===== config.mk =====
export PLATFORM = sky130hd
export DESIGN_NAME = phy_mgmt_ctrl
export DESIGN_NICKNAME = d
export VERILOG_FILES = /design/src/rtl/phy_mgmt_pkg.sv /design/src/rtl/phy_mgmt_ctrl_mdio_master.sv /design/src/rtl/phy_mgmt_ctrl.sv
export SDC_FILE = /design/constraint.sdc
export NUM_CORES = 1
export LEC_CHECK = 0
export BUFFER_PORTS_ARGS = -buffer_cell sky130_fd_sc_hd__buf_2
export CORE_AREA = 2 2 160 162
export DETAILED_ROUTE_END_ITERATION = 10
export DIE_AREA = 0 0 162 164
export HOLD_SLACK_MARGIN = 0.12
export SLEW_MARGIN = 20
export SYNTH_ARGS = -nofsm -noshare
export SYNTH_HDL_FRONTEND = slang
export SYNTH_SLANG_ARGS = --single-unit
export TNS_END_PERCENT = 20

===== constraint.sdc =====
create_clock -name clk -period 6.1 [get_ports clk]
set_input_delay 1.83 -clock clk [delete_from_list [all_inputs] [get_ports clk]]
set_output_delay 1.83 -clock clk [all_outputs]
set_load 0.05 [all_outputs]

===== src/rtl/phy_mgmt_pkg.sv =====
// phy_mgmt_pkg: shared MDIO opcodes, register map and sequencer states for PHY management.
package phy_mgmt_pkg;
    localparam logic [1:0] OP_WR = 2'b01;
    localparam logic [1:0] OP_RD = 2'b10;
    localparam logic [4:0] REG_BMCR = 5'h00;
    localparam logic [4:0] REG_BMSR = 5'h01;
    localparam logic [4:0] REG_EXT_ADDR = 5'h1E;
    localparam logic [4:0] REG_EXT_DATA = 5'h1F;
    localparam int BMSR_LINK_BIT = 2;
    typedef enum logic [2:0] {
        RST_HOLD, RST_WAIT, WR_BMCR, WR_EXTA, WR_EXTD, POLL_WAIT, POLL_RD
    } state_t;
endpackage


===== src/rtl/phy_mgmt_ctrl_mdio_master.sv =====
// mdio_master: shifts out one 64-bit clause-22 MDIO frame per start pulse and
// captures read data; abort drops the frame and returns the bus to idle at once.
module mdio_master
    import phy_mgmt_pkg::*;
#(
    parameter int unsigned MDC_DIV = 50
) (
    input  logic        clk,
    input  logic        rst_n,
    input  logic        start,
    input  logic        abort,
    input  logic [1:0]  op,
    input  logic [4:0]  phyad,
    input  logic [4:0]  regad,
    input  logic [15:0] wdata,
    input  logic        mdio_i,
    output logic        done,
    output logic [15:0] rdata,
    output logic        no_ack,
    output logic        mdc,
    output logic        mdio_o,
    output logic        mdio_oe
);
    logic        busy, rd, mid, bit_end, rd_op;
    logic [31:0] cnt;
    logic [5:0]  bit_idx;
    logic [63:0] sh, frame;

    // read frames leave TA/data as ones; the PHY owns the line there
    always_comb begin
        rd_op = op == OP_RD;
        frame = {32'hFFFF_FFFF, 2'b01, op, phyad, regad,
                 rd_op ? 2'b11 : 2'b10, rd_op ? 16'hFFFF : wdata};
        mid = cnt == MDC_DIV - 1;
        bit_end = cnt == 2 * MDC_DIV - 1;
    end

    always_ff @(posedge clk or negedge rst_n) begin
        if (!rst_n) begin
            busy <= 1'b0;
            rd <= 1'b0;
            cnt <= '0;
            bit_idx <= '0;
            sh <= '0;
            done <= 1'b0;
            rdata <= '0;
            no_ack <= 1'b0;
            mdc <= 1'b0;
            mdio_o <= 1'b1;
            mdio_oe <= 1'b0;
        end else begin
            done <= 1'b0;
            if (abort) begin
                busy <= 1'b0;
                mdc <= 1'b0;
                mdio_o <= 1'b1;
                mdio_oe <= 1'b0;
            end else if (start && !busy) begin
                busy <= 1'b1;
                rd <= rd_op;
                cnt <= '0;
                bit_idx <= '0;
                sh <= frame;
                no_ack <= 1'b0;
                mdc <= 1'b0;
                mdio_o <= frame[63];
                mdio_oe <= 1'b1;
            end else if (busy) begin
                cnt <= bit_end ? '0 : cnt + 32'd1;
                if (mid) begin
                    mdc <= 1'b1;
                    if (rd && bit_idx == 6'd47) no_ack <= mdio_i;
                    if (rd && bit_idx >= 6'd48) rdata <= {rdata[14:0], mdio_i};
                end
                if (bit_end) begin
                    mdc <= 1'b0;
                    if (bit_idx == 6'd63) begin
                        busy <= 1'b0;
                        done <= 1'b1;
                        mdio_o <= 1'b1;
                        mdio_oe <= 1'b0;
                    end else begin
                        bit_idx <= bit_idx + 6'd1;
                        sh <= {sh[62:0], 1'b0};
                        mdio_o <= sh[62];
                        mdio_oe <= !(rd && bit_idx >= 6'd45);
                    end
                end
            end
        end
    end
endmodule


===== src/rtl/phy_mgmt_ctrl.sv =====
// phy_mgmt_ctrl: PHY reset/boot sequencing, fixed MDIO configuration writes and
// periodic BMSR polling that exports link status.
module phy_mgmt_ctrl
    import phy_mgmt_pkg::*;
#(
    parameter logic [4:0]  PHY_ADDR = 5'd0,
    parameter int unsigned MDC_DIV = 50,
    parameter int unsigned RESET_HOLD_CYCLES = 1250000,
    parameter int unsigned RESET_WAIT_CYCLES = 12500000,
    parameter int unsigned POLL_CYCLES = 12500000,
    parameter logic [15:0] BMCR_VAL = 16'h1140,
    parameter logic [15:0] EXT_ADDR = 16'h000C,
    parameter logic [15:0] EXT_DATA = 16'h8001
) (
    input  logic        clk,
    input  logic        rst_n,
    input  logic        restart,
    output logic        phy_reset_n,
    output logic        mdc,
    output logic        mdio_o,
    output logic        mdio_oe,
    input  logic        mdio_i,
    output logic        init_done,
    output logic        link_up,
    output logic [15:0] bmsr,
    output logic        mdio_err
);
    state_t      state, state_next;
    logic [31:0] cnt;
    logic        start, done, no_ack;
    logic [1:0]  op;
    logic [4:0]  regad;
    logic [15:0] wdata, rdata;

    always_ff @(posedge clk or negedge rst_n) begin
        if (!rst_n) begin
            state <= RST_HOLD;
            cnt <= '0;
        end else begin
            state <= state_next;
            cnt <= (restart || state_next != state) ? '0 : cnt + 32'd1;
        end
    end

    always_comb begin
        state_next = state;
        if (restart) state_next = RST_HOLD;
        else case (state)
            RST_HOLD:  if (cnt == RESET_HOLD_CYCLES - 1) state_next = RST_WAIT;
            RST_WAIT:  if (cnt == RESET_WAIT_CYCLES - 1) state_next = WR_BMCR;
            WR_BMCR:   if (done) state_next = WR_EXTA;
            WR_EXTA:   if (done) state_next = WR_EXTD;
            WR_EXTD:   if (done) state_next = POLL_WAIT;
            POLL_WAIT: if (cnt == POLL_CYCLES - 1) state_next = POLL_RD;
            POLL_RD:   if (done) state_next = POLL_WAIT;
            default:   state_next = RST_HOLD;
        endcase
    end

    // frames start on the edge that enters WR_BMCR/POLL_RD; the later writes idle a full bit first
    always_comb begin
        start = !restart && ((state == RST_WAIT && cnt == RESET_WAIT_CYCLES - 1) ||
                ((state == WR_EXTA || state == WR_EXTD) && cnt == 2 * MDC_DIV - 1) ||
                (state == POLL_WAIT && cnt == POLL_CYCLES - 1));
        op = state == POLL_WAIT ? OP_RD : OP_WR;
        regad = state == RST_WAIT ? REG_BMCR : state == WR_EXTA ? REG_EXT_ADDR :
                state == WR_EXTD ? REG_EXT_DATA : REG_BMSR;
        wdata = state == WR_EXTA ? EXT_ADDR : state == WR_EXTD ? EXT_DATA : BMCR_VAL;
        phy_reset_n = state != RST_HOLD;
        init_done = state == POLL_WAIT || state == POLL_RD;
    end

    always_ff @(posedge clk or negedge rst_n) begin
        if (!rst_n) begin
            link_up <= 1'b0;
            bmsr <= '0;
            mdio_err <= 1'b0;
        end else if (restart) begin
            link_up <= 1'b0;
            mdio_err <= 1'b0;
        end else if (state == POLL_RD && done) begin
            if (no_ack) mdio_err <= 1'b1;
            else begin
                bmsr <= rdata;
                link_up <= rdata[BMSR_LINK_BIT];
            end
        end
    end

    mdio_master #(.MDC_DIV(MDC_DIV)) u_mdio (
        .clk(clk),
        .rst_n(rst_n),
        .start(start),
        .abort(restart),
        .op(op),
        .phyad(PHY_ADDR),
        .regad(regad),
        .wdata(wdata),
        .mdio_i(mdio_i),
        .done(done),
        .rdata(rdata),
        .no_ack(no_ack),
        .mdc(mdc),
        .mdio_o(mdio_o),
        .mdio_oe(mdio_oe)
    );
endmodule


== Word-level counts from Yosys, hierarchy flattened ==
Cells that the tools add are included.

* Memories kept: 0
* Latch bits: 0
* Register bits: 177
* Memory bits (writable): 0
* Logic and storage cells: 143
* Memory bits (read-only): 0

* Div/mod/pow operators: 0
* Eq/ne operators: 17
* Mux-type cells: 63
* Bitwise gates (word level): 3
* Reductions and logical operators: 39
* Shift-type cells: 0
* Add/sub/neg operators: 3
* Order comparisons: 2
* $mul: 0

{| class="wikitable"
|+ Operators with widths
! operator !! count
|-
| $mux W63 || 4
|-
| $mux W32 || 4
|-
| $add A32 B1 Y32 const B || 2
|-
| $eq A32 B7 Y1 const B || 2
|-
| $mux W16 || 3
|-
| $mux W1 || 36
|-
| $eq A32 B21 Y1 const B || 1
|-
| $eq A32 B24 Y1 const B || 1
|-
| $eq A32 B6 Y1 const B || 1
|-
| $mux W6 || 4
|-
| $mux W3 || 7
|-
| $pmux W3 S6 || 1
|-
| $mux W5 || 3
|-
| $eq A6 B6 Y1 const B || 2
|-
| $ge A6 B6 Y1 const B || 2
|-
| $reduce_and A2 Y1 || 6
|-
| $reduce_bool A2 Y1 || 6
|-
| $eq A3 B3 Y1 const B || 3
|-
| $logic_and A1 B1 Y1 || 9
|-
| $reduce_bool A3 Y1 || 3
|-
| $reduce_and A4 Y1 || 2
|-
| $add A6 B1 Y6 const B || 1
|-
| $eq A3 B2 Y1 const B || 2
|-
| $logic_or A1 B1 Y1 || 5
|-
| 13 further kinds || 17
|}

== Logic depth before layout (Yosys ltp) ==
Gate-level depths: netlist of run 1.

* Depth in word-level cells: 9
* Mapped depth: 9
* Gate-level depth less buffers: 8

== Hierarchy ==
Synthesis of run 1 repeated with hierarchy kept, for this count alone.

* Cells, all modules: 873
* Area, all modules: 8634.5 um^2

{| class="wikitable"
|+ Modules (own cells, without submodules)
! module !! cells each !! seq. area each (um^2) !! area each (um^2) !! times used
|-
| mdio_master || 608 || 3104.2 || 5993.2 || 1
|-
| phy_mgmt_ctrl || 265 || 1326.3 || 2641.3 || 1
|}

== Worst setup path before layout of run 1 ==
OpenSTA, ideal clock, no wires.

* Path kind: input to register
* Start point: input port restart
* End point: register bmsr[10]
* Data arrival time: 3333 ps
* Stages: 4
* Path buffers: 2
* Slack: 2642 ps
* Data required time: 5975 ps
* Path through: clkbuf_1 nor3_1 clkbuf_1 mux2_2

* Word-level cells in the longest chain between the ends: 2

{| class="wikitable"
|+ RTL lines
! what !! line !! RTL
|-
| start: declaration || phy_mgmt_ctrl.sv:17 || <nowiki>input logic restart,</nowiki>
|-
| $not A1 Y1 (no line) || - ||
|-
| $reduce_and A3 Y1 (no line) || - ||
|-
| end signal: assignment || phy_mgmt_ctrl.sv:84 || <nowiki>bmsr <= rdata;</nowiki>
|-
| end: declaration || phy_mgmt_ctrl.sv:25 || <nowiki>output logic [15:0] bmsr,</nowiki>
|}

No other way between the ends.
A chain may end at the register's enable or synchronous reset.

== Worst setup path after layout of run 1 ==
* Start point: input port restart
* End point: register u_mdio.bit_idx[0]

* Word-level cells in the longest chain between the ends: 5
* Elaborated cells on any way between the ends: 9
* Classes of those cells: eq/ne: 1; mux: 1; bitwise: 1; reduce/logical: 6

{| class="wikitable"
|+ RTL lines
! what !! line !! RTL
|-
| $logic_not A1 Y1 || phy_mgmt_ctrl.sv:62 || <nowiki>start = !restart && ((state == RST_WAIT && cnt == RESET_WAIT_CYCLES - 1) ||</nowiki>
|-
| $logic_and A1 B1 Y1 || phy_mgmt_ctrl.sv:62 ||
|-
| $logic_and A1 B1 Y1 || phy_mgmt_ctrl_mdio_master.sv:58 || <nowiki>end else if (start && !busy) begin</nowiki>
|-
| $ne A2 B1 Y1 (no line) / $reduce_bool A2 Y1 (equally long branches) || - ||
|-
| $reduce_and A4 Y1 (no line) || - ||
|-
| end signal: assignment || phy_mgmt_ctrl_mdio_master.sv:83 || <nowiki>bit_idx <= bit_idx + 6'd1;</nowiki>
|-
| end: declaration || phy_mgmt_ctrl_mdio_master.sv:26 || <nowiki>logic [5:0] bit_idx;</nowiki>
|}

Several ways; a longest one is shown, not always the timed one.

==> flow_summary.ini, run 1 <==
[synth]
synth_warnings = 0
synth_edf_count = 0
syn_avg_cell_area_um2 = 10.0
yosys_most_used_dff = dfrtp_1
yosysSeqAreaShare = 0.520
syn_nets = 859
syn_area_um2 = 8530
synthArstFlopShare = 1.00
synth-seq-cells = 177
synth_cell_types = 56
syn_inst = 849

[cells_and_area]
drive_above_1_share = 0.140
fin_nets = 863
area_delta_synth_final_pct = 12.4
fin_cells = 1196
diodes = 0
postLayoutCoreUtil = 0.386

[drt]
vias = 6404
post_drt_via_cell_ratio = 5.35
first_pass_iters = 5
ant_nets = 0
drcViolationCount = 0
drtIter0Drc = 461
routed_wl_um = 19400
wl_per_cell_um = 16.2

[pwr]
leakage_uw = 0.00423
power_density_nw_per_um2 = 252
peakVddDrop_mv = 0.180
power_uw = 2410

[place]
place_hpwl_um = 12200
port_buffers = 26
gp_congestion = 0.822
dp_cells = 1164

[setup_path]
slowest_stage = nand2_1
cp_data_arrival_time_ps = 4100
cpLargestDelayFamily = simple AND/OR/NAND/NOR gates
slowest_delay_ps = 620
start_kind = input port
crit_buf_inv = 2
cp_cell_sequence = buf_2, nor2_1, a41oi_2, nand2_1, o21ai_1, buf_4, mux2_2
crit_type = input port to flop
critPathCaptureType = flop
path_max_fanout = 24
required_ps = 6470

[cts]
clock_tree.root_cell = clkbuf_16
cts_buffer_depth = 2
postCtsResizedCells = 0
path_clk_slew_ps = 70
cts_sinks = 177
cts_buffers = 17
ctsHoldBuffers = 0
htree_levels = 4
cts_tree = yes
clk_latency_ps = 430
post_cts_buffers = 0

[timing]
setup_tns_ps = 0
period_share = 0.611
whs_ps = 485
setup_viol = 0
fin_worst_skew_ps = 14.2
slew_headroom = 0.264
worstMarginPinSlew_ps = 1100
fmax_mhz = 268
hold_viol_final = 0
slew_viol_final = 0
timing.final.crit_period_ps = 3720
rsz0062_at_grt = false

[global_route]
grt_use_total = 0.154
grt_pass1_wl_um = 33100
gr-usage-met1 = 0.215
antenna_found_initial = 0
grt_most_used_layer = met2
grt_pass1_vias = 6418
grt_overflow = 0
use_met2 = 0.242
gr-usage-met3 = 0.0318
grt_max_degree = 107

[floorplan]
die_w_um = 162
fp.dieH_um = 164
rows = 58
initial_utilization = 0.344
core-area_um2 = 24800
dieArea_um2 = 26600
num_io_pins = 27

[run_status]
outcome = complete, no violations

[worst_hold_path]
min_path_type = flop to flop

[job]
cap_viol_max_count = 0
-- layout make-up --
class	count	area [um2]
timing repair buffer	38	229
inverter	54	203
multi-input combinational	565	3690
clock inverter	15	188
sequential	177	4430
clock buffer	17	425
fill	2454	15200
tap	330	413
-- cell usage in the layout (no fill, tap or decap), types with 9 or more instances in the layout --
master	count
a31oi_1	25
o21ai_0	30
a21oi_1	34
o21a_1	19
dfrtp_1	176
clkbuf_16	17
nand3_1	43
or3_1	19
nor4_1	33
buf_4	12
nand2_1	42
xor2_1	13
and3_1	12
mux2i_1	9
mux2_2	38
inv_1	54
xnor2_1	24
nand4_1	42
buf_2	25
nor2_1	62
nor3_1	22
-- path summary, 6_finish.rpt --
path | end | depth (start not counted) | start | slack [ps]
max | u_mdio.bit_idx[0]$_DFFE_PN0P_ | 7 | restart | 2380
min | u_mdio.sh[24]$_DFFE_PN0P_ | 1 | u_mdio.sh[24]$_DFFE_PN0P_ | 490
max reg2reg | u_mdio.sh[8]$_DFFE_PN0P_ | 7 | u_mdio.cnt[19]$_DFFE_PN0P_ | 2570
min reg2reg | u_mdio.sh[24]$_DFFE_PN0P_ | 1 | u_mdio.sh[24]$_DFFE_PN0P_ | 490
max in group asynchronous | cnt[13]$_DFF_PN0_ | 2 | rst_n | 3580
min in group asynchronous | u_mdio.sh[48]$_DFFE_PN0P_ | 1 | rst_n | 1480
-- through the flow --
stage | area, um2 | setup slack (ps)
global route | 9580 | 2180
floorplan | 8530 | 2640
detailed placement | 8960 | 1940
CTS | 9580 | 2410
global placement | 8960 | 2000
finish | 9580 | 2380
-- kinds of logic after synthesis --
kind of cell / share of synthesized area
AND/OR/NAND/NOR: 0.202
flip-flops: 0.520
AO/OA/AOI/OAI: 0.121
buffers and inverters: 0.0499
multiplexers: 0.0607
XOR/XNOR: 0.0380
adder cells (fa/ha/maj): 0.00880
-- power breakdown --
part | total (uW) | internal, uW | leakage, uW | switching [uW]
Combinational | 73.6 | 25.0 | 0.00165 | 48.6
Clock | 1120 | 591 | 0.000298 | 527
Sequential | 1220 | 1200 | 0.00228 | 20.4
-- routing by layer --
layer  vias up  share of wire  routed length [um]
met5         -              0                   0
met4         0          0.013                 248
met3        19          0.035                 682
met2       101           0.46                8950
met1      3202           0.49                9540
li1       3082              -                   -
-- state kept, by name (all words and copies together) (netlist names), 3 cells and up --
name / flops
u_mdio.sh: 63
cnt: 32
u_mdio.cnt: 32
bmsr: 16
u_mdio.rdata: 16
u_mdio.bit_idx: 6
state: 3
-- Yosys cell counts, types with 7 or more instances --
| library cell | instances | area (um2) |
|---|---|---|
| nor3_1 | 23 | 115 |
| xor2_1 | 13 | 114 |
| inv_1 | 54 | 203 |
| or3_1 | 19 | 119 |
| mux2_2 | 38 | 428 |
| xnor2_1 | 24 | 210 |
| nor4_1 | 33 | 206 |
| o21ai_0 | 30 | 150 |
| nand2_1 | 42 | 158 |
| buf_1 | 8 | 30.0 |
| nand4_1 | 42 | 263 |
| and3_1 | 12 | 75.1 |
| mux2i_1 | 9 | 90.1 |
| buf_2 | 13 | 65.1 |
| and2_1 | 8 | 50.1 |
| a31oi_1 | 25 | 156 |
| a211o_1 | 7 | 61.3 |
| nand4b_1 | 7 | 61.3 |
| a21oi_1 | 34 | 170 |
| nand3_1 | 43 | 215 |
| clkbuf_1 | 31 | 116 |
| a32oi_1 | 7 | 61.3 |
| dfrtp_1 | 176 | 4400 |
| o21a_1 | 19 | 143 |
| nor2_1 | 62 | 233 |
-- worst reg2reg max path: stages (launching register included) --
cell and delay, ps:
dfrtp_1 470, nor4_1 350, nand4_1 270, nor3_1 310, nand2b_1 550, a21oi_4 690
buf_4 400, mux2_2 380
Power figures use the tool's default switching activity.
==> run 2: changes to the inputs <==
ABC_AREA = 1   (was unset)
CORE_AREA = 2 2 169 171   (was 2 2 160 162)
DIE_AREA = 0 0 171 173   (was 0 0 162 164)
clock period = 3.45 ns   (was 6.1 ns; I/O delays follow)
==> flow_summary.ini, run 2 <==
[cts]
clk_latency_ps = 450
cts_buffer_depth = 2
cts_sinks = 177
path_clk_slew_ps = 70
post_cts_buffers = 0
clock_tree.root_cell = clkbuf_16
htree_levels = 4
cts_tree = yes
cts_buffers = 17
postCtsResizedCells = 0
ctsHoldBuffers = 0

[synth]
syn_avg_cell_area_um2 = 7.52
yosys_most_used_dff = dfrtp_1
synth_area_leaders = dfrtp_1 46%, nand2_1 16%, nor2_1 6.6%
synth_fa_ha_area_frac = 0.00785
synth-seq-cells = 177
ys_top_cells_by_count = 402 x nand2_1, 176 x dfrtp_1, 168 x nor2_1
netlist.top_cell.by_area = dfrtp_1
synth_top_family_by_area = simple AND/OR/NAND/NOR gates
muxShareOfSynthArea = 0
syn_nets = 1282
synth_warnings = 0
synth-xor-area-share = 0.0366
synth_top_area_share = 0.460
synth_most_common_cell = nand2_1
syn_area_um2 = 9570
synth_cell_types = 39
yosysSeqAreaShare = 0.463
synth-compound-area-share = 0.0660
synth_edf_count = 0
yosys.area_share.simple = 0.354
synthArstFlopShare = 1.00
syn_inst = 1272

[timing]
rsz0062_at_grt = false
fin_worst_skew_ps = 19.5
setup_viol = 0
slew_headroom = 0.394
fmax_mhz = 352
worstMarginPinSlew_ps = 904
hold_viol_final = 0
timing.final.crit_period_ps = 2840
slew_viol_final = 0
whs_ps = 465
period_share = 0.824
setup_tns_ps = 0

[floorplan]
rows = 61
dieArea_um2 = 29600
initial_utilization = 0.346
num_io_pins = 27
die_w_um = 171
fp.dieH_um = 173
core-area_um2 = 27600

[cells_and_area]
reg_top3 = u_mdio.sh: 63 flops, cnt: 32 flops, u_mdio.cnt: 32 flops
n_fill_cell = 2890
diodes = 0
fin_cells = 1677
mostFrequentLayoutCell = nand2_1
largest_reg_flops = 63
postLayoutCoreUtil = 0.385
top_register = u_mdio.sh
area_delta_synth_final_pct = 11.3
layout_common_cells = 402 x nand2_1, 176 x dfrtp_1, 168 x nor2_1
drive_above_1_share = 0.101
fin_nets = 1296

[drt]
post_drt_via_cell_ratio = 4.87
drcViolationCount = 0
wl_per_cell_um = 13.3
routed_wl_um = 22400
first_pass_iters = 8
ant_nets = 0
vias = 8170
drtIter0Drc = 670

[setup_path]
critPathCaptureType = output pin
slowest_delay_ps = 440
start_kind = flop
reg2reg_to = u_mdio.sh[43]$_DFFE_PN0P_
cp_data_arrival_time_ps = 1810
crit_type = flop to output pin
rrSetupSlack_ps = 650
cp_cell_sequence = inv_2, nand2_1, nor2_1, or2_2, buf_2
path_max_fanout = 7
required_ps = 2410
slowest_stage = dfrtp_1
r2r_start = cnt[0]$_DFF_PN0_
worstRegToRegCells = 13

[global_route]
grt_pass1_vias = 7716
grt_pass1_wl_um = 38700
grt_use_total = 0.158
grt_overflow = 0
antenna_found_initial = 0
grt_max_degree = 76

[place]
gp_congestion = 0.898
place_hpwl_um = 15800
dp_cells = 1645
port_buffers = 26

[pwr]
peakVddDrop_mv = 0.338
leakage_uw = 0.00535
power_density_nw_per_um2 = 390

[worst_hold_path]
hold_depth = 1
min_path_type = flop to flop
min_from = cnt[0]$_DFF_PN0_
worstHoldEndpoint = cnt[0]$_DFF_PN0_

[job]
cap_viol_max_count = 0

[run_status]
outcome = complete, no violations
## run 2: layout make-up
type	instances	area (um2)	share of cell area
clock buffer	17	425	0.0400
sequential	177	4430	0.416
tap	378	473	0.0444
inverter	106	399	0.0375
multi-input combinational	941	4450	0.418
timing repair buffer	43	289	0.0271
clock inverter	15	181	0.0170
## run 2: routing by layer
metal | vias up | part of all wire | GRT usage
met5 | - | 0 | 0
met1 | 3860 | 0.50 | 0.228
met2 | 160 | 0.45 | 0.245
met3 | 33 | 0.037 | 0.0259
met4 | 0 | 0.017 | 0.0463
li1 | 4117 | - | -
## run 2: critical path: cells and delay by family (launching register included)
| family | cells | cell delay, ps |
|---|---|---|
| and+or+nand+nor | 3 | 550 |
| buffers and inverters | 2 | 390 |
| DFF | 1 | 440 |
## run 2: where the power goes
part / switching, uW / internal [uW]
Clock: 983 / 990
Sequential: 5.19 / 2080
Combinational: 77.1 / 20.6
Total: 1060 / 3090
## run 2: cell families after synthesis
kind of cell	Yosys count
compound gates	106
fa+ha+maj	6
simple gates	789
xor+xnor	40
flops	177
buf+inv	154
## run 2: metrics by stage
step	cell area, um2	power (uW)	setup WS, ps
final	10600	4160	607
after global routing	10600	4310	382
after CTS	10600	4210	601
after detailed placement	10000	2230	478
after global placement	10000	2230	514
after floorplan	9570	2160	1120
## run 2: how the worst max path moves through the flow
stage,slack [ps],start,end,cells past startpoint
finish,610,state[1]$_DFF_PN0_,init_done,5
global placement,510,restart,u_mdio.sh[57]$_DFFE_PN0P_,6
floorplan,1120,restart,u_mdio.rdata[10]$_DFFE_PN0P_,8
global route,380,cnt[0]$_DFF_PN0_,u_mdio.sh[36]$_DFFE_PN0P_,13
CTS,600,state[1]$_DFF_PN0_,init_done,5
detailed placement,480,restart,u_mdio.sh[33]$_DFFE_PN0P_,7
